**src/rtl/mcpu_trace_buffer.sv**
```systemverilog
// rtl/mcpu_trace_buffer.sv - retired-instruction trace recorder with circular buffer and pop port
// Optional timestamp prefix on each record when MCPU_TRACE_TS_EN is defined.
module mcpu_trace_buffer #(
  parameter int DEPTH     = 16,
  parameter bit STOP_FULL = 1'b0,
  parameter int TS_W      = 16,
  localparam int AW       = $clog2(DEPTH),
`ifdef MCPU_TRACE_TS_EN
  localparam bit TS_ON    = 1'b1,
`else
  localparam bit TS_ON    = 1'b0,
`endif
  localparam int REC_W    = 102 + (TS_ON ? TS_W : 0)
) (
  input  logic             CLK,
  input  logic             Reset,
  input  logic [31:0]      PCOUT,
  input  logic [31:0]      IDataOut,
  input  logic             PCWre,
  input  logic             RegWre,
  input  logic [4:0]       WriteReg,
  input  logic [31:0]      WriteData,
  input  logic             arm,
  input  logic             stop,
  input  logic             clear,
  input  logic             trig_en,
  input  logic [31:0]      trig_pc,
  input  logic             rd_pop,
  output logic             rd_valid,
  output logic [REC_W-1:0] rd_data,
  output logic [AW:0]      count,
  output logic             overflow,
  output logic [1:0]       state
);

  typedef enum logic [1:0] {
    IDLE    = 2'b00,
    ARMED   = 2'b01,
    CAPTURE = 2'b10,
    FULL    = 2'b11
  } state_t;

  localparam logic [AW:0] FULL_CNT = (AW+1)'(DEPTH);

  state_t           st, st_next;
  logic [AW-1:0]    wr_ptr, rd_ptr;
  logic [AW:0]      count_next;
  logic [REC_W-1:0] mem [DEPTH];
  logic [REC_W-1:0] rec;

  logic trig_hit, wr_req, is_full, pop_ok, do_wr, do_pop, overwrite, drop;

`ifdef MCPU_TRACE_TS_EN
  logic [TS_W-1:0] ts;

  always_ff @(posedge CLK or posedge Reset) begin
    if (Reset) ts <= '0;
    else       ts <= ts + 1'b1;
  end

  assign rec = {ts, RegWre, WriteReg, WriteData, IDataOut, PCOUT};
`else
  assign rec = {RegWre, WriteReg, WriteData, IDataOut, PCOUT};
`endif

  // The matching instruction in ARMED is itself the first record of the session.
  assign trig_hit  = (st == ARMED) && PCWre && (PCOUT == trig_pc);
  assign wr_req    = PCWre && ((st == CAPTURE) || (st == FULL) || trig_hit);
  assign is_full   = (count == FULL_CNT);
  assign pop_ok    = rd_pop && (count != '0);
  assign do_pop    = pop_ok && !clear;
  assign do_wr     = wr_req && !clear && (!is_full || pop_ok || !STOP_FULL);
  assign overwrite = do_wr && is_full && !pop_ok;
  assign drop      = wr_req && !clear && is_full && !pop_ok && STOP_FULL;

  always_comb begin
    count_next = count;
    if (clear) begin
      count_next = '0;
    end else if (!overwrite) begin
      case ({do_wr, do_pop})
        2'b10:   count_next = count + 1'b1;
        2'b01:   count_next = count - 1'b1;
        default: count_next = count;
      endcase
    end
  end

  always_comb begin
    st_next = st;
    if (stop) begin
      st_next = IDLE;
    end else begin
      case (st)
        IDLE:    if (arm) st_next = trig_en ? ARMED : CAPTURE;
        ARMED:   if (trig_hit)
                   st_next = (STOP_FULL && count_next == FULL_CNT) ? FULL : CAPTURE;
        default: if (!clear)
                   st_next = (STOP_FULL && count_next == FULL_CNT) ? FULL : CAPTURE;
      endcase
    end
  end

  always_ff @(posedge CLK or posedge Reset) begin
    if (Reset) begin
      st       <= IDLE;
      wr_ptr   <= '0;
      rd_ptr   <= '0;
      count    <= '0;
      overflow <= 1'b0;
      rd_valid <= 1'b0;
      rd_data  <= '0;
    end else begin
      st    <= st_next;
      count <= count_next;
      if (clear) begin
        wr_ptr   <= '0;
        rd_ptr   <= '0;
        overflow <= 1'b0;
        rd_valid <= 1'b0;
      end else begin
        if (do_wr) wr_ptr <= wr_ptr + 1'b1;
        // Wrap mode drops the oldest record by advancing the read side.
        if (do_pop || overwrite) rd_ptr <= rd_ptr + 1'b1;
        if (overwrite || drop) overflow <= 1'b1;
        rd_valid <= do_pop;
        if (do_pop) rd_data <= mem[rd_ptr];
      end
    end
  end

  always_ff @(posedge CLK) begin
    if (do_wr) mem[wr_ptr] <= rec;
  end

  assign state = st;

endmodule

```
**config.mk**
```make
export PLATFORM = sky130hd
export DESIGN_NAME = mcpu_trace_buffer
export DESIGN_NICKNAME = d
export VERILOG_FILES = /design/src/rtl/mcpu_trace_buffer.sv
export SDC_FILE = /design/constraint.sdc
export NUM_CORES = 2
export LEC_CHECK = 0
export BUFFER_PORTS_ARGS = -buffer_cell sky130_fd_sc_hd__buf_2
export CAP_MARGIN = 10
export CORE_ASPECT_RATIO = 0.8
export CORE_UTILIZATION = 51
export CTS_BUF_LIST = sky130_fd_sc_hd__clkbuf_4
export DETAILED_ROUTE_END_ITERATION = 12
export GPL_TIMING_DRIVEN = 0
export MAX_ROUTING_LAYER = met4
export PLACE_DENSITY_LB_ADDON = 0.15
export SLEW_MARGIN = 20
export SYNTH_ARGS = -nofsm -noshare
export SYNTH_HDL_FRONTEND = slang
export SYNTH_SLANG_ARGS = --single-unit
```
**constraint.sdc**
```tcl
create_clock -name CLK -period 17.2 [get_ports CLK]
set_input_delay 1.72 -clock CLK [delete_from_list [all_inputs] [get_ports CLK]]
set_output_delay 1.72 -clock CLK [all_outputs]
set_load 0.03 [all_outputs]
```
==> flow_results.org <==
** Die
- The total area inside the core boundary comes to 0.130 mm^2.
- Horizontal die dimension :: 407 um
- From bottom edge to top edge, the die measures 326 um.
- Io pins :: 253
- Effective utilization at floorplan :: 0.516
- Cell row count :: 118
- The die covers 0.133 mm^2.

** Synthesis
- Synthesized flop and latch total :: around 1.8k
- Instance count of the mapped netlist :: 3,449
- Summing every instance area after synthesis gives 0.0670 mm^2.
- Of the synthesized area, sequential elements account for 0.776.
- Counting every net in the synthesized netlist gives 3,600.
- Among all flip-flop cells after synthesis, the most frequent one is sky130_fd_sc_hd__edfxtp_1.
- Yosys warns :: 0
- Count of cell types in the netlist :: 45
- Of all flip-flops after synthesis, the portion carrying an async set or reset was 0.0680.
- A synthesized cell averages 19.4 um^2.
- In this run, synthesis inferred 1,632 flip-flops with an integrated enable.

** Clock network
- The clock drives 1,751 sinks.
- Count of cells resized by post-cts repair :: 0
- H-tree levels :: 5
- TritonCTS built the clock tree.
- Total clock buffers created by CTS :: 430
- Clk_lat worst skew :: 1.34 ns
- For this design, the CTS-stage hold fixing added 0 buffers.
- Number of buffers inserted to repair setup after CTS :: 0
- Clk buf depth :: 4
- After clock tree synthesis, the clock-pin slew on the worst setup and hold paths is 0.06 ns.
- The tree is rooted in a sky130_fd_sc_hd__clkbuf_4.

** Timing
- Worst slew slack as a fraction of its limit :: 0.225
- The clock arrives with 0.0926 ns of skew.
- Setup violations remaining at the end of the flow were counted as 0.
- Subtracting the final worst setup slack from the clock period gives slightly above 5 ns.
- The number of max-slew violations in the final report was 0.
- Slew of the pin with the lowest slew margin :: 1.16 ns
- Max Clk Rate :: 199 MHz
- Adding up every negative setup slack in the final design gives 0 ns.
- Setup repair after global routing left no endpoint under its margin.
- The number of endpoints with negative hold slack in the final report came to 0.
- Share of the clock period used by the worst path :: 0.293

** Worst setup path
- Element type at the critical path end :: register
- Critical path peak fanout :: 37
- Required time of the worst setup path :: about 18 ns
- Kind of start point of the critical path :: primary input
- Data arrival time of the critical path :: 5.97 ns
- Type of the worst setup path :: primary input to register

** Drt
- Once detail routing completed, the nets flagged for antenna violations numbered 0.
- In the routed layout, each cell is associated on average with a via count of roughly 5.9.
- Detailed Routing Iterations Pass 1 :: 6
- DR iter-0 viols :: about 3.7k
- In the final routed layout, each cell accounts on average for around 28 um.
- # DRC :: 0
- Via Count :: 37.0k
- For this block, the routed nets add up to roughly 170 mm of wire.

** Layout
- Filler-free cell count of the finished design :: roughly 6.3k
- Nets :: 4,346
- Fill cells in the final layout number 9,846.
- With fillers left out, the area of the finished cells amounts to 0.0774 mm^2.
- Of the cells placed in the final design, the portion with a size suffix greater than 1 is 0.290.
- Summing all flip-flop and latch instances after layout gives ~0.052 mm^2.
- The area growth from synthesis to layout is 15.6%.
- Combined area of the multi-input logic cells :: 0.0142 mm^2

** Run
- Number of violations of the max-capacitance limit :: 0

** Placed design
- After detailed placement, the total cell area comes to 0.0719 mm^2.
- In this run the tool buffered the top-level ports with about 250 buffer cells.
- The HPWL after detailed placement is between 100 and 150 mm.
- Number of instances in the placed design :: about 5.5k
- Routability-driven placement finished with a final weighted congestion of 0.823.

** Power
- Power spread over the standard cell area amounts to 117 mW/mm^2.
- The worst-case IR drop observed on VDD is 78.6 uV.
- Summed over all cells, the static leakage comes to 25.0 nW.

** GRT
- Combined global-route utilization of all metal layers :: 0.270
- Vias in the first global route :: 37.5k
- The initial antenna violation count was 18.
- Overflow after GRT :: 0
- The first global-routing pass estimated 251 mm of wire.
- Entering global routing, the biggest net connects slightly above 70 pins.

** Worst hold path
- The path class of the tightest hold or removal check is register to register.

** Status
- The flow ran to the end, and the final reports show no timing, DRC or antenna violations.
==> final timing paths <==
path	endpoint	slack, ns	depth (start not counted)	from
worst max-delay path	mem[14][87]	12.17	10	PCOUT[1]
max in group asynchronous	rd_data[21]	15.87	3	Reset
min in group asynchronous	rd_data[51]	0.48	2	Reset
worst min-delay path	rd_data[84]	0.47	2	rd_data[84]
worst max register to register	mem[14][87]	13.03	8	state[1]
worst min register to register	rd_data[84]	0.47	2	rd_data[84]
==> worst max-delay path, cell delays in order <==
cell and delay (ns):
sky130_fd_sc_hd__buf_2 0.28, sky130_fd_sc_hd__xor2_1 0.31, sky130_fd_sc_hd__nor4_1 0.70, sky130_fd_sc_hd__nand4_1 0.23, sky130_fd_sc_hd__o41ai_2 0.83, sky130_fd_sc_hd__buf_4 0.33, sky130_fd_sc_hd__nand2_1 0.17, sky130_fd_sc_hd__nor2_1 0.31
sky130_fd_sc_hd__and2_4 0.69, sky130_fd_sc_hd__buf_16 0.33
==> state kept, by name, summed over array words and instances (netlist names) <==
| name | flops |
|---|---|
| rd_ptr | 4 |
| state | 2 |
| rd_data | 102 |
| count | 5 |
| rd_valid | 1 |
| overflow | 1 |
| mem | 1632 |
| wr_ptr | 4 |
==> final cells by class <==
type	count	area share
timing repair buffer	314	0.0341
clock buffer	675	0.0654
sequential	1751	0.671
inverter	11	0.000630
buffer	199	0.0111
antenna	15	0.000485
multi-input combinational	1488	0.183
clock inverter	85	0.00538
tap	1740	0.0281
==> logic make-up (layout without fill, tap and decap cells) <==
| family | Yosys count | in the layout | synth area share |
|---|---|---|---|
| mux | 617 | 617 | 0.130 |
| flops | 1751 | 1751 | 0.776 |
| fa+ha+maj | 9 | 9 | 0.00179 |
| simple gates | 390 | 390 | 0.0237 |
| xor+xnor | 38 | 38 | 0.00497 |
| buf+inv | 210 | 1284 | 0.0134 |
| other cells | 0 | 15 | 0 |
| compound gates | 434 | 434 | 0.0503 |
==> layout by cell type, fill, tap and decap left out, types with 4 or more instances in the layout <==
master	Yosys	routed
sky130_fd_sc_hd__nand2_1	322	322
sky130_fd_sc_hd__o221ai_1	306	306
sky130_fd_sc_hd__inv_1	11	10
sky130_fd_sc_hd__edfxtp_1	1632	1632
sky130_fd_sc_hd__buf_4	4	4
sky130_fd_sc_hd__mux2i_1	413	413
sky130_fd_sc_hd__clkbuf_2	0	5
sky130_fd_sc_hd__buf_1	15	15
sky130_fd_sc_hd__clkinv_1	0	71
sky130_fd_sc_hd__nor2_1	21	17
sky130_fd_sc_hd__nand2b_1	4	4
sky130_fd_sc_hd__mux4_2	204	204
sky130_fd_sc_hd__and2_4	0	6
sky130_fd_sc_hd__buf_16	0	20
sky130_fd_sc_hd__o21ai_0	106	106
sky130_fd_sc_hd__buf_12	0	40
sky130_fd_sc_hd__nor2_4	0	4
sky130_fd_sc_hd__diode_2	0	15
sky130_fd_sc_hd__xor2_1	31	31
sky130_fd_sc_hd__clkbuf_4	0	675
sky130_fd_sc_hd__nor4_1	8	8
sky130_fd_sc_hd__clkbuf_1	106	101
sky130_fd_sc_hd__buf_2	74	326
sky130_fd_sc_hd__a21oi_1	7	7
sky130_fd_sc_hd__ha_1	8	8
sky130_fd_sc_hd__clkinv_2	0	8
sky130_fd_sc_hd__xnor2_1	7	7
sky130_fd_sc_hd__nand4_1	4	4
sky130_fd_sc_hd__nor3_1	4	4
sky130_fd_sc_hd__dfrtp_1	119	119
==> synth_stat cells, types with 3 or more instances <==
master,instances,area share
sky130_fd_sc_hd__o221ai_1,306,0.040
sky130_fd_sc_hd__inv_1,11,0.00062
sky130_fd_sc_hd__xor2_1,31,0.0041
sky130_fd_sc_hd__buf_2,74,0.0055
sky130_fd_sc_hd__mux2i_1,413,0.062
sky130_fd_sc_hd__nor2_1,21,0.0012
sky130_fd_sc_hd__clkbuf_1,106,0.0059
sky130_fd_sc_hd__nand2b_1,4,0.00037
sky130_fd_sc_hd__and2_1,8,0.00075
sky130_fd_sc_hd__xnor2_1,7,0.00091
sky130_fd_sc_hd__dfrtp_1,119,0.044
sky130_fd_sc_hd__buf_4,4,0.00045
sky130_fd_sc_hd__and4_1,4,0.00052
sky130_fd_sc_hd__edfxtp_1,1632,0.73
sky130_fd_sc_hd__ha_1,8,0.0015
sky130_fd_sc_hd__and3_1,3,0.00028
sky130_fd_sc_hd__nor4_1,8,0.00075
sky130_fd_sc_hd__o21ai_0,106,0.0079
sky130_fd_sc_hd__mux4_2,204,0.069
sky130_fd_sc_hd__a21oi_1,7,0.00052
sky130_fd_sc_hd__nand4_1,4,0.00037
sky130_fd_sc_hd__buf_1,15,0.00084
sky130_fd_sc_hd__nor3_1,4,0.00030
sky130_fd_sc_hd__nor2b_1,3,0.00028
sky130_fd_sc_hd__nand2_1,322,0.018
==> per-stage QoR <==
stage	hold WS [ns]	util	worst slack [ns]	power (mW)
2_1_floorplan	0.577	-	9.44	5.41
3_3_place_gp	0.456	0.542	2.35	5.71
3_5_place_dp	0.465	0.554	10.95	5.73
4_1_cts	0.385	0.596	12.36	9.14
5_1_grt	0.466	0.596	12.10	9.41
6_report	0.471	0.596	12.17	9.05
==> power breakdown <==
part	internal [mW]	switching [mW]	leakage (nW)	total, mW
sequential	4.77	0.0769	16.2	4.85
combinational	0.233	0.543	5.49	0.776
clock	1.82	1.61	3.30	3.43
==> layer usage <==
metal  global-route usage  wire length, um
met1                0.375            75200
met2                0.393            79400
met3               0.0648            14800
met4               0.0924             3900
met5                    -                0
Power figures use the tool's default switching activity.
